[src/rtl/mmcm_drp_ctrl.sv]
// -----------------------------------------------------------------------------
// mmcm_drp_ctrl
//
// Purpose:
//   Reconfigures an MMCM through its DRP port. The MMCM is held in reset while
//   every table entry gets a read-modify-write at its DRP address. The reset is
//   then released and the controller waits for lock. DRP and lock waits are
//   bounded, and a timeout raises a sticky error.
//
// Optional feature:
//   `define MMCM_DRP_VERIFY_EN  adds a readback (VFY/VFY_WAIT) after every
//   write. A mismatch aborts the sequence with o_error.
//
// Ports:
//   i_clk, i_reset_n          clock (also MMCM DCLK), async active-low reset
//   i_start                   one-cycle reconfigure request, honoured in IDLE
//   o_tbl_idx                 current table entry index
//   i_tbl_addr/mask/data      table contents at o_tbl_idx (combinational)
//   o_daddr/o_di/o_den/o_dwe  DRP master outputs
//   i_do/i_drdy               DRP read data / ready
//   o_mmcm_rst                active-high MMCM reset
//   i_locked                  MMCM lock status
//   o_busy/o_done/o_error     sequence active / success pulse / sticky failure
//   o_dbg_state               current FSM state, for debug and checkers
//
// DRP handshake:
//   Each access is a single-cycle o_den pulse (o_dwe=1 for writes). The access
//   stays outstanding until i_drdy is seen in the matching wait state, and no
//   new o_den is issued in that time. i_drdy outside a wait state is ignored.
// -----------------------------------------------------------------------------
module mmcm_drp_ctrl #(
   parameter int NUM_ENTRIES  = 8,
   parameter int DRDY_TIMEOUT = 64,
   parameter int LOCK_TIMEOUT = 65535
) (
   input  logic        i_clk,
   input  logic        i_reset_n,
   input  logic        i_start,
   output logic [3:0]  o_tbl_idx,
   input  logic [6:0]  i_tbl_addr,
   input  logic [15:0] i_tbl_mask,
   input  logic [15:0] i_tbl_data,
   output logic [6:0]  o_daddr,
   output logic [15:0] o_di,
   output logic        o_den,
   output logic        o_dwe,
   input  logic [15:0] i_do,
   input  logic        i_drdy,
   output logic        o_mmcm_rst,
   input  logic        i_locked,
   output logic        o_busy,
   output logic        o_done,
   output logic        o_error,
   output logic [3:0]  o_dbg_state
);

   localparam int MAX_TO = (LOCK_TIMEOUT > DRDY_TIMEOUT) ? LOCK_TIMEOUT : DRDY_TIMEOUT;
   localparam int TW     = $clog2(MAX_TO + 1);
   // A wait state decides on the cycle where cnt hits the limit. The error
   // then shows up exactly TIMEOUT cycles after the o_den pulse or reset release.
   localparam logic [TW-1:0] DRDY_LIM = TW'(DRDY_TIMEOUT - 2);
   localparam logic [TW-1:0] LOCK_LIM = TW'(LOCK_TIMEOUT - 2);
   localparam logic [3:0]    LAST_IDX = 4'(NUM_ENTRIES - 1);

   typedef enum logic [3:0] {
      IDLE,
      RST_ON,
      RD,
      RD_WAIT,
      WR,
      WR_WAIT,
`ifdef MMCM_DRP_VERIFY_EN
      VFY,
      VFY_WAIT,
`endif
      RST_OFF,
      LOCK_WAIT,
      DONE
   } state_t;

   state_t          state_q, state_d;
   logic [3:0]      idx_q, idx_d;
   logic            err_q, err_d;
   logic [15:0]     rdata_q, rdata_d;
   logic [TW-1:0]   cnt_q;
   logic [15:0]     wr_val;
   logic            drdy_to, lock_to;

   // Mask bit 1 keeps the bit read back from the MMCM, 0 takes the table bit.
   assign wr_val  = (rdata_q & i_tbl_mask) | (i_tbl_data & ~i_tbl_mask);
   assign drdy_to = (cnt_q >= DRDY_LIM);
   assign lock_to = (cnt_q >= LOCK_LIM);

   assign o_tbl_idx   = idx_q;
   assign o_error     = err_q;
   assign o_dbg_state = state_q;

   always_ff @(posedge i_clk or negedge i_reset_n) begin
      if (!i_reset_n) begin
         state_q <= IDLE;
         idx_q   <= '0;
         err_q   <= 1'b0;
         rdata_q <= '0;
         cnt_q   <= '0;
      end else begin
         state_q <= state_d;
         idx_q   <= idx_d;
         err_q   <= err_d;
         rdata_q <= rdata_d;
         // Restart on every state change, saturate instead of wrapping.
         if (state_d != state_q)
            cnt_q <= '0;
         else if (cnt_q != '1)
            cnt_q <= cnt_q + 1'b1;
      end
   end

   always_comb begin
      state_d    = state_q;
      idx_d      = idx_q;
      err_d      = err_q;
      rdata_d    = rdata_q;
      o_daddr    = '0;
      o_di       = '0;
      o_den      = 1'b0;
      o_dwe      = 1'b0;
      o_mmcm_rst = 1'b0;
      o_done     = 1'b0;
      o_busy     = (state_q != IDLE);

      case (state_q)
         IDLE: begin
            if (i_start) begin
               state_d = RST_ON;
               err_d   = 1'b0;
               idx_d   = '0;
            end
         end
         RST_ON: begin
            o_mmcm_rst = 1'b1;
            state_d    = RD;
         end
         RD: begin
            o_mmcm_rst = 1'b1;
            o_den      = 1'b1;
            o_daddr    = i_tbl_addr;
            state_d    = RD_WAIT;
         end
         RD_WAIT: begin
            o_mmcm_rst = 1'b1;
            if (i_drdy) begin
               rdata_d = i_do;
               state_d = WR;
            end else if (drdy_to) begin
               err_d   = 1'b1;
               state_d = IDLE;
            end
         end
         WR: begin
            o_mmcm_rst = 1'b1;
            o_den      = 1'b1;
            o_dwe      = 1'b1;
            o_daddr    = i_tbl_addr;
            o_di       = wr_val;
            state_d    = WR_WAIT;
         end
         WR_WAIT: begin
            o_mmcm_rst = 1'b1;
            if (i_drdy) begin
`ifdef MMCM_DRP_VERIFY_EN
               state_d = VFY;
`else
               if (idx_q == LAST_IDX) begin
                  state_d = RST_OFF;
               end else begin
                  idx_d   = idx_q + 4'd1;
                  state_d = RD;
               end
`endif
            end else if (drdy_to) begin
               err_d   = 1'b1;
               state_d = IDLE;
            end
         end
`ifdef MMCM_DRP_VERIFY_EN
         VFY: begin
            o_mmcm_rst = 1'b1;
            o_den      = 1'b1;
            o_daddr    = i_tbl_addr;
            state_d    = VFY_WAIT;
         end
         VFY_WAIT: begin
            o_mmcm_rst = 1'b1;
            if (i_drdy) begin
               if (i_do != wr_val) begin
                  err_d   = 1'b1;
                  state_d = IDLE;
               end else if (idx_q == LAST_IDX) begin
                  state_d = RST_OFF;
               end else begin
                  idx_d   = idx_q + 4'd1;
                  state_d = RD;
               end
            end else if (drdy_to) begin
               err_d   = 1'b1;
               state_d = IDLE;
            end
         end
`endif
         RST_OFF: begin
            state_d = LOCK_WAIT;
         end
         LOCK_WAIT: begin
            if (i_locked) begin
               state_d = DONE;
            end else if (lock_to) begin
               err_d   = 1'b1;
               state_d = IDLE;
            end
         end
         DONE: begin
            o_done  = 1'b1;
            state_d = IDLE;
         end
         default: begin
            state_d = IDLE;
         end
      endcase
   end

endmodule
[config.mk]
export PLATFORM = sky130hd
export DESIGN_NAME = mmcm_drp_ctrl
export DESIGN_NICKNAME = d
export VERILOG_FILES = /design/src/rtl/mmcm_drp_ctrl.sv
export SDC_FILE = /design/constraint.sdc
export NUM_CORES = 1
export LEC_CHECK = 0
export ABC_CLOCK_PERIOD_IN_PS = 2450
export CAP_MARGIN = 5
export CELL_PAD_IN_SITES_DETAIL_PLACEMENT = 2
export CELL_PAD_IN_SITES_GLOBAL_PLACEMENT = 2
export CORE_AREA = 3 3 103 105
export CTS_BUF_LIST = sky130_fd_sc_hd__clkbuf_8
export CTS_CLUSTER_DIAMETER = 200
export DETAILED_ROUTE_END_ITERATION = 8
export DIE_AREA = 0 0 106 108
export PLACE_DENSITY_LB_ADDON = 0.1
export SYNTH_ARGS = -nofsm -noshare
export SYNTH_HDL_FRONTEND = slang
export SYNTH_SLANG_ARGS = --single-unit
export TNS_END_PERCENT = 10
[constraint.sdc]
create_clock -name i_clk -period 2.45 [get_ports i_clk]
set_input_delay 0.245 -clock i_clk [delete_from_list [all_inputs] [get_ports i_clk]]
set_output_delay 0.245 -clock i_clk [all_outputs]
set_load 0.02 [all_outputs]
# Word level (Yosys, flattened, before mapping)
# Cells that the tools add are included.
classes:
  muxes: 26
  n_reduce_logical: 11
  div_mod_pow: 0
  shift: 0
  n_eq_ne: 18
  n_mul: 0
  addsub: 2
  n_lt_le_gt_ge: 2
  bitwise_logic: 4
ops:
  columns: ["cell", "count"]
  rows:
  - ["$mux W16", 3]
  - ["$mux W4", 9]
  - ["$and A16 B16 Y16", 2]
  - ["$pmux W4 S8", 1]
  - ["$eq A4 B3 Y1 const B", 5]
  - ["$add A16 B1 Y16 const B", 1]
  - ["$ge A16 B16 Y1 const B", 1]
  - ["$ge A16 B6 Y1 const B", 1]
  - ["$ne A16 B16 Y1 const B", 1]
  - ["$not A16 Y16", 1]
  - ["$or A16 B16 Y16", 1]
  - ["$ne A2 B2 Y1 const B", 6]
  - ["$mux W1", 9]
  - ["$eq A4 B2 Y1 const B", 2]
  - ["$pmux W4 S2", 1]
  - ["$mux W7", 1]
  - ["$reduce_and A6 Y1", 1]
  - ["$reduce_or A5 Y1", 1]
  - ["$add A4 B1 Y4 const B", 1]
  - ["$eq A4 B1 Y1 const B", 1]
  - ["$eq A4 B4 Y1 const B", 1]
  - ["$logic_not A4 Y1", 1]
  - ["$ne A4 B4 Y1", 1]
  - ["$reduce_and A4 Y1", 1]
  - ["other kinds (8)", 10]
totals:
  mem_count: 0
  ramBits: 0
  latchBits: 0
  regBits: 41
  rom_bits: 0
  output_inout_bits: 37

# Longest topological paths before layout
# Gate-level depths: netlist (run 1).
depth:
  ltp_word: 6
  mapped_depth: 8
  mapped_depth_nobuf: 7

# Worst setup path after synthesis (run 1)
# No wires, ideal clock.
synth_timing:
  path_type: "register to output"
  startpoint: "register state_q[2] (netlist: o_dbg_state[2])"
  endpoint: "output o_daddr[0]"
  t_required_ps: 2205
  arrival_ps: 2028
  path_slack_ps: 177
  path_stages_with_launch: 5
  cell_sequence: "dfrtp_1 -> buf_2 -> xor2_1 -> nor3b_1 -> and2_1"
synth_via:
  elab_chain_len: 3
synth_lines:
  columns: ["element", "line_no", "source"]
  rows:
  - ["start, declared", "81", "state_t state_q, state_d;"]
  - ["start signal, assigned", "106", "state_q <= state_d;"]
  - ["$eq A4 B3 Y1 / $eq A4 B2 Y1 (equally long branches)", "131", "case (state_q)"]
  - ["$reduce_or A2 Y1 (no line) *", null, null]
  - ["$mux W7 *", "131", null]
  - ["end, declared", "43", "output logic [6:0] o_daddr,"]
# Mark *: on every way between the ends. The rest lies on a longest branch, timed or not.

# Worst setup path after layout (run 1)
layout_timing:
  startpoint: "register state_q[1] (netlist: o_dbg_state[1])"
  endpoint: "output o_di[15]"
layout_via:
  elab_chain_len: 2
layout_lines:
  columns: ["element", "line_no", "source"]
  rows:
  - ["$eq A4 B3 Y1", "131", null]
  - ["$mux W16", "131", null]
  - ["end, declared", "44", "output logic [15:0] o_di,"]
# No other way between the ends.

==> out/metrics.csv, run 1 <==
metric;value;unit
final core utilization;39.9;%
Max VDD drop;419;uV
Mapped Cells;267;
CP arrival;2060;ps
clock period minus final worst setup slack;2300;ps
largest net degree at the start of global routing;18;
Final Max Tran Viols;0;
required time worst endpoint;2200;ps
Synthesized Nets;332;
GR Overflow Total;0;
critical-path cell list;buf_4 -> nor2_1 -> nand2b_1 -> buf_4 -> nor2_1 -> clkdlybuf4s50_1;
CP bufs+invs;3;
clock sinks;41;
initial core utilization;26.0;%
worst slew pin tran;623;ps
Yosys warning count;0;
Yosys cell types;47;
proportion of netlist area held by the largest area contributor;40.6;%
leading area contributor after synthesis;dfrtp_1;
Non-Filler Instances;506;
# rows;36;
Max stage delay on crit path;610;ps
fin crit share;94.0;%
CP Max Fanout;17;
pwr/cell area;906;nW/um^2
area grow syn2layout;53.3;%
Crit Path Class;reg -> out;
total power;3.51;mW
Synth area leaders;dfrtp_1 (41%), mux2i_1 (7.1%), mux2_2 (7.1%), nor2_1 (6.7%), ha_1 (2.5%);
Setup crit start kind;register;
EDFF count, synth;0;
grt met2 use;25.9;%
family with the most delay on the worst path;buffers and inverters;
WL/cell;17.1;um
min-delay worst type;in -> async;
Reg clk slew, reported paths;90;ps
final worst slack;148;ps
die width;106;um
#FFs+latches synth;41;
RSZ-0062 raised after global routing;no;
n_diodes;0;
crit path max-delay cell type;clkdlybuf4s50_1;
number of global-route vias before repair;2601;
GRT Overall Usage;15.1;%
WL final;8650;um
Fillers;1073;
Crit. End Element;output port;
die footprint;11400;um^2
share of cells above drive strength 1;13.1;%
max-cap violations;0;
Vias per Instance;4.72;
Design Area, Final;3880;um^2
Area after DPL;3680;um^2
Max-slew headroom;58.1;%
CTS tree;done;
gpl congestion;0.775;
H-tree depth;2;
Placed Cells;497;
Clk Tree Root Cell;clkbuf_8;
GR peak layer;met2;
Final Skew;11.2;ps
DR iter-0 viols;55;
M1 GR Usage;19.5;%
Avg Inst Size Synth;9.48;um^2
first-pass GRT wire length;14000;um
post-route ant nets;0;
Post-Synthesis Cell Area;2530;um^2
Num CTS Buffers;5;
Fin Setup TNS;0;ps
top_reg_cell synth;dfrtp_1;
dpl hpwl;6620;um
IO buf count;96;
drt pass-1 iters;4;
layout net count;437;
I/O pins;97;
FF/Latch Area;1030;um^2
Die Ht;108;um
pre-CTS setup slack;339;ps
M3 GR Usage;3.64;%
Vias;2388;
WHS;410;ps
sequential element share of the synthesized area;40.6;%
Hold Vio Cnt, Final;0;
Placeable Area;9730;um^2
worst-case clock buffer depth;2;
asr flop ratio synth;100;%
Worst-Skew Late Latency;300;ps
Post-route DRC;0;
total leakage power;1.95;nW
Max Freq;0.434;GHz
Multi-input gate area;1410;um^2
initial antenna violation count;0;
status;finished, final reports clean;
final setup vio count;0;
layout make-up:
cell class                      instances  share of cell area [%]
Timing Repair Buffer                  110                    28.8
Clock buffer                            6                    2.13
Clock inverter                          2                   0.968
Inverter                               10                   0.968
Tap cell                              133                    4.29
Sequential cell                        41                    26.5
Multi-Input combinational cell        204                    36.3
cell usage after synthesis (6+ instances only):
cell,number
dfrtp_1,41
nand2b_1,6
xor2_1,6
inv_1,10
nand3_1,9
and2_1,7
nor2_1,45
mux2_2,16
xnor2_1,6
nand4_1,7
nand2_1,13
mux2i_1,18
a21oi_1,9
nor3_1,10
logic make-up after synthesis:
| family | Yosys count | share of synthesized area, % |
|---|---|---|
| AND/OR/NAND/NOR | 119 | 24.7 |
| flip-flops | 41 | 40.6 |
| AO/OA/AOI/OAI | 34 | 9.84 |
| multiplexers | 34 | 14.2 |
| buffers and inverters | 22 | 4.06 |
| XOR/XNOR | 12 | 4.15 |
| adder cells (fa/ha/maj) | 5 | 2.47 |
timing repair:
item,CTS,global route
resized for setup,1,22
pin swaps,0,0
setup endpoints to repair,5,22
setup buffers,0,0
hold buffers,1,0
hold endpoints to repair,15,0
registers in the layout, indices dropped and copies added, names as in the netlist:
register,count
cnt_q,16
o_dbg_state,4
o_error,1
o_tbl_idx,4
rdata_q,16
metal layers:
metal,vias up,wire (um),share of wire [%]
li1,1152,-,-
met1,1175,3940,46
met2,55,4240,49
met3,6,399,4.6
met4,0,77,0.89
met5,-,0,0
cell usage in the layout (no fill, tap or decap), types with 3 or more instances in the layout:
master           synthesis  routed
inv_1                   10      10
nand2_1                 13      13
nand4_1                  7       7
and2_1                   7       7
nor3_1                  10      10
dlymetal6s2s_1           0      22
and3_1                   5       5
ha_1                     5       5
buf_4                    1      13
mux2_2                  16      16
xnor2_1                  6       6
nand2b_1                 6       6
a31oi_1                  3       3
nor2_1                  45      45
mux2i_1                 18      18
dfrtp_1                 41      41
clkdlybuf4s50_1          0      73
xor2_1                   6       5
o211ai_1                 3       3
o21ai_0                  4       4
a21oi_1                  9       9
clkbuf_8                 0       6
nand3_1                  9       9
a211oi_1                 3       3
report_power, final:
part / switching [mW] / total [mW] / internal [mW]
Clock: 0.263 / 0.595 / 0.332
Combinational: 0.966 / 1.86 / 0.898
Sequential: 0.173 / 1.06 / 0.883
Total: 1.40 / 3.51 / 2.11
path summary, 6_finish.rpt:
| check | from | end | slack (ps) | cells after the start |
|---|---|---|---|---|
| max reg2reg | cnt_q[0] | cnt_q[4] | 390 | 8 |
| min | i_reset_n | rdata_q[14] | 410 | 2 |
| max in group asynchronous | i_reset_n | cnt_q[6] | 1480 | 3 |
| max | o_dbg_state[1] | o_di[15] | 150 | 6 |
| min reg2reg | rdata_q[12] | rdata_q[12] | 510 | 1 |
| min in group i_clk | rdata_q[12] | rdata_q[12] | 510 | 1 |
Power figures use the tool's default switching activity.
==> run 2, diff against run 1 <==
- HOLD_SLACK_MARGIN: default -> 0.1
==> results of run 2 <==
Same layout as run 1: the final DEF is identical, and so are final timing and power.
==> run 3, diff against run 2 <==
- ABC_AREA: default -> 1
- CORE_AREA: 3 3 103 105 -> 3 3 106 108
- DIE_AREA: 0 0 106 108 -> 0 0 109 111
==> out/metrics.csv, run 3 <==
metric;value;unit
Crit Path Class;reg -> out;
Placed Cells;544;
#FFs+latches synth;41;
initial core utilization;24.8;%
Die Ht;111;um
GR Overflow Total;0;
Final Skew;7.46;ps
clock sinks;41;
Mapped Cells;313;
synth cell count leaders;nor2_1 (51), nand2_1 (48), dfrtp_1 (41), inv_1 (41), nand3_1 (19);
initial antenna violation count;0;
required time worst endpoint;2200;ps
CTS tree;done;
Largest regs;cnt_q x16, rdata_q x16;
top_reg_cell synth;dfrtp_1;
die footprint;12100;um^2
GRT Overall Usage;14.7;%
Clk Tree Root Cell;clkbuf_8;
Final Max Tran Viols;0;
sequential element share of the synthesized area;40.1;%
fin crit share;91.2;%
final worst slack;217;ps
layout net count;481;
Fillers;1185;
n_diodes;0;
CP arrival;1990;ps
RSZ-0062 raised after global routing;no;
setup bufs post-CTS;0;
largest net degree at the start of global routing;26;
Worst-Skew Late Latency;300;ps
CP bufs+invs;3;
most frequent cells in the layout;clkdlybuf4s50_1 (86), nor2_1 (51), nand2_1 (48), inv_1 (43), dfrtp_1 (41);
Placeable Area;10300;um^2
drt pass-1 iters;3;
number of global-route vias before repair;2705;
WL final;8540;um
WHS;453;ps
leading area contributor after synthesis;dfrtp_1;
Max-slew headroom;72.5;%
Fin Setup TNS;0;ps
pwr/cell area;809;nW/um^2
I/O pins;97;
asr flop ratio synth;100;%
DR iter-0 viols;57;
Reg clk slew, reported paths;80;ps
Yosys cell types;31;
total leakage power;1.72;nW
Vias per Instance;4.45;
proportion of netlist area held by the largest area contributor;40.1;%
final core utilization;36.4;%
critical-path cell list;inv_1 -> nand2_2 -> nor2_4 -> inv_4 -> nor2_1 -> clkdlybuf4s50_1;
Avg Inst Size Synth;8.17;um^2
dpl hpwl;6910;um
Crit. End Element;output port;
count leader, synth;nor2_1;
share of cells above drive strength 1;13.4;%
final setup vio count;0;
Synth area leaders;dfrtp_1 (40%), nor2_1 (7.5%), mux2_2 (7.0%), nand2_1 (7.0%), mux2i_1 (6.3%);
WL/cell;15.4;um
status;finished, final reports clean;
first-pass GRT wire length;14100;um
Yosys warning count;0;
family with the most delay on the worst path;buffers and inverters;
total power;3.04;mW
IO buf count;96;
H-tree depth;2;
pre-CTS setup slack;230;ps
Setup crit start kind;register;
min-delay worst type;in -> async;
post-route ant nets;0;
Post-route DRC;0;
worst-case clock buffer depth;2;
Max stage delay on crit path;640;ps
area grow syn2layout;47.0;%
CP Max Fanout;18;
Design Area, Final;3760;um^2
die width;109;um
Vias;2462;
max-cap violations;0;
worst slew pin tran;411;ps
Area after DPL;3670;um^2
Max VDD drop;362;uV
crit path max-delay cell type;clkdlybuf4s50_1;
Hold Vio Cnt, Final;0;
clock period minus final worst setup slack;2230;ps
EDFF count, synth;0;
Max Freq;0.448;GHz
Post-Synthesis Cell Area;2560;um^2
# rows;37;
Non-Filler Instances;553;
Num CTS Buffers;5;
gpl congestion;0.725;
most common cell after layout, fill and taps aside;clkdlybuf4s50_1;
Synthesized Nets;378;
## run 3: timing repair
| item | 4_1_cts | 5_1_grt |
|---|---|---|
| gates resized for setup | 8 | 2 |
| cloned | 0 | 0 |
| endpoints found under the hold margin | 41 | 0 |
| setup endpoints to repair | 8 | 8 |
| hold buffers | 1 | 0 |
## run 3: final cells by class
| type | count | area [um^2] | area share [%] |
|---|---|---|---|
| Sequential cell | 41 | 1030 | 27.3 |
| Tap cell | 136 | 170 | 4.53 |
| Multi-Input combinational cell | 221 | 1320 | 35.1 |
| Inverter | 46 | 175 | 4.66 |
| Clock buffer | 5 | 68.8 | 1.83 |
| Clock inverter | 3 | 11.3 | 0.300 |
| Timing Repair Buffer | 101 | 988 | 26.3 |
## run 3: worst min-delay path, cell delays in order
cell,delay (ps)
dlygate4sd3_1,520
buf_2,120
buf_4,240
## run 3: worst paths after layout
check | start | end | cells after the start | slack (ps)
worst max-delay path | o_dbg_state[3] | o_di[14] | 6 | 220
worst min-delay path | i_reset_n | rdata_q[0] | 3 | 450
worst max register to register | cnt_q[1] | cnt_q[9] | 9 | 460
worst min register to register | rdata_q[15] | rdata_q[15] | 1 | 510
max in group asynchronous | i_reset_n | rdata_q[14] | 3 | 1680
min in group i_clk | rdata_q[15] | rdata_q[15] | 1 | 510
## run 3: routing by layer
layer  vias to the layer above  global-route usage [%]  wire length (um)
met4                         0                    3.70               120
met5                         -                       0                 0
met3                         7                    3.38               512
met2                        61                    25.8              4200
li1                       1203                       -                 -
met1                      1191                    18.0              3710
## run 3: report_power, final
| group | switching (mW) | internal [mW] | total, mW |
|---|---|---|---|
| logic | 0.931 | 0.661 | 1.59 |
| registers | 0.145 | 0.871 | 1.02 |
| clock network | 0.243 | 0.191 | 0.433 |
| total | 1.32 | 1.72 | 3.04 |
## run 3: cells by family after synthesis
family / Yosys count / share of synthesized area [%]
AND/OR/NAND/NOR: 152 / 27.7
buffers and inverters: 51 / 8.32
flip-flops: 41 / 40.1
multiplexers: 32 / 13.3
AO/OA/AOI/OAI: 25 / 5.73
XOR/XNOR: 7 / 2.40
adder cells (fa/ha/maj): 5 / 2.45
==> RTL change, RTL diff (config.mk and constraints of run 2) <==
The option `MMCM_DRP_VERIFY_EN` is turned on by a define.
--- a/src/rtl/mmcm_drp_ctrl.sv
+++ b/src/rtl/mmcm_drp_ctrl.sv
@@ -29,4 +29,6 @@
 //   new o_den is issued in that time. i_drdy outside a wait state is ignored.
 // -----------------------------------------------------------------------------
+`define MMCM_DRP_VERIFY_EN
+
 module mmcm_drp_ctrl #(
    parameter int NUM_ENTRIES  = 8,
Behaviour: not the same (Yosys sat finds a counterexample within 10 cycles, from zero or initial values and one cycle with i_reset_n low).
==> RTL change against run 2 <==
- area after synthesis up 7.0%
- wire length increased by 13%
- register-to-register slack worse by 0.20 ns
- setup slack got worse by 0.041 ns
- cell area is 4.9% higher
- power decreased by 4.7%
- combinational power is 11% lower
- fmax down 1.8%
- critical endpoint is now o_di[10]
- largest power group unchanged
- clock skew down 0.0064 ns
- die area is the same
- sequential cell count stayed put
- via count increased by 9.6%
==> RTL change: results (changes against run 2) <==
Run status
The flow ran to the end, and the final reports show no timing, DRC or antenna violations.

Synth
The share of flip-flops with an asynchronous set or reset is 100% (unchanged). The number of different library cells in the post-synthesis netlist is 43 (-8.5%). The mean cell area of the mapped netlist is 9.11 µm² (-3.8%). The post-synthesis net count was 362 (+9.0%). Sorting the synthesized cells by area gives the leading types as dfrtp_1 38%, mux2i_1 7.0%, xnor2_1 6.8%. The count of yosys warnings during synthesis came to 0 (unchanged). The fraction of the yosys area taken by sequential cells was 37.9% (-2.6 points).

The commonest cells after synthesis are 48 x nor2_1, 41 x dfrtp_1, 21 x xnor2_1.

Clock network
The H-tree depth is 2 (unchanged). The number of setup buffers added after CTS is 0 (unchanged). The clock transition at the registers of the reported paths is 0.09 ns (about the same).

STA
The largest clock skew in the final design is 0.00485 ns (-0.00637 ns). The slew at the pin with the worst max-slew slack is 0.529 ns (-0.0944 ns). The total count of hold-check failures in the final report came to 0 (unchanged).

The shortest period the worst path allows is 2.34 ns (+0.0411 ns).

GRT
The maximum number of pins on one net before global-route repair came to 24 (+6). The number of global-route vias before repair was 2,851 (+9.6%). The aggregate global-route resource usage is 17.0% (+1.9 points).

The global-route wire length before repair is 15,700 µm (+12%). The number of antenna violations at the first check in global routing is 0 (unchanged).

Critical path
The register-to-register setup slack is 0.19 ns (-0.20 ns). The delay of the slowest critical-path stage is 0.61 ns (about the same). The data arrival at the endpoint of the critical path is 2.10 ns (+0.04 ns). The cell with the largest stage delay on the worst path is clkdlybuf4s50_1.

Power and ir drop
The total leakage power was 0.00190 µW (-2.8%). The internal cell power is 2070 µW (-2.2%). The largest voltage drop on the vdd net is 0.000302 V (-28%).

Route
The routed via count divided by cell count is 4.87 (+3.1%). The aggregate routed wire length is 9730 µm (+13%). The starting DRC count in detailed routing is 65 (+18%). The detail-routed net length per standard cell came to 18.1 µm (+5.8%).

Place
The detailed placement HPWL is 7290 µm (+10%). The number of placed instances with taps included is 529 (+6.4%). The worst setup slack before clock tree synthesis was -0.0978 ns (-0.437 ns). The final weighted congestion in routability-driven placement is 0.743 (-4.2%).

Cells and area
The fraction of layout instances using a drive strength above 1 was 11.9% (-1.3 points). The largest registers in the layout are cnt_q x16, rdata_q x16. The number of nets in the layout is 469 (+7.3%).

Min path
The classification of the worst-slack hold path is input port to asynchronous set/reset pin.
-- RTL change: cell count changes after synthesis, moves of 3 or more --
cell             run 2  this run
nand2b_1             6         0
nand2_1             13        16
buf_2                5         0
xnor2_1              6        21
nor4_1               2         7
o21ai_0              4         7
nor2b_1              1         5
nor2_1              45        48
clkbuf_1             3         9
-- RTL change: worst paths after layout --
kind                                                 end  depth (start not counted)                     start
worst min-delay path              rdata_q[8]$_DFFE_PN0P_                          2                 i_reset_n
max in group asynchronous       o_dbg_state[0]$_DFF_PN0_                          3                 i_reset_n
min in group i_clk               rdata_q[10]$_DFFE_PN0P_                          1   rdata_q[10]$_DFFE_PN0P_
worst max-delay path                            o_di[10]                          6  o_dbg_state[2]$_DFF_PN0_
worst max register to register      cnt_q[4]$_DFFE_PN0P_                          5     cnt_q[15]$_DFFE_PN0P_
worst min register to register   rdata_q[10]$_DFFE_PN0P_                          1   rdata_q[10]$_DFFE_PN0P_
-- RTL change: timing repair --
action / CTS / global route
pin swaps: 0 / 1
hold buffers: 1 / 0
hold endpoints to repair: 18 / 0
gates resized for setup: 1 / 17
endpoints found under the setup margin: 8 / 25
-- RTL change: area by class of cell --
cell class / count / area [µm²]
clock buffer: 5 / 68.8
sequential: 41 / 1030
inverter: 9 / 33.8
fill: 1070 / 5660
clock inverter: 3 / 65.1
tap: 133 / 166
multi-input combinational: 233 / 1580
timing repair buffer: 114 / 1130
-- RTL change: power groups by stage --
stage	Sequential, µW	Clock, µW	Combinational (µW)
floorplan	1010	0	1000
global placement	1030	0	1610
detailed placement	1040	0	1660
CTS	1030	676	1690
global route	1060	702	1830
finish	1030	657	1660
-- RTL change: cells by family (layout without fill, tap and decap cells) --
family | count (synthesis) | in the layout | share of synthesized area, %
simple gates | 129 | 129 | 24.0
xor+xnor | 26 | 26 | 8.41
compound gates | 38 | 38 | 9.34
fa+ha+maj | 5 | 5 | 2.31
mux | 35 | 35 | 13.7
buf+inv | 23 | 131 | 4.30
flops | 41 | 41 | 37.9
-- RTL change: per-stage QoR --
step | hold WS (ns) | instance area [µm²] | power, µW
final | 0.452 | 4070 | 3350
after global routing | 0.502 | 4070 | 3590
after CTS | 0.455 | 4020 | 3400
after detailed placement | 0.232 | 3870 | 2700
after global placement | 0.216 | 3870 | 2640
after floorplan | -0.0506 | 2710 | 2010
-- RTL change: metal layers --
metal  global-route usage (%)  wire length, µm  up-vias
li1                         -                -     1262
met1                     22.7             4530     1305
met2                     30.1             4930       49
met3                     2.39              236        2
met4                     2.22               38        0
met5                        0                0        -
-- RTL change: critical path, delay by kind of cell (launching register included) --
| kind | cells | cell delay [ns] |
|---|---|---|
| buffers and inverters | 3 | 1.02 |
| and+or+nand+nor | 3 | 0.41 |
| DFF | 1 | 0.36 |
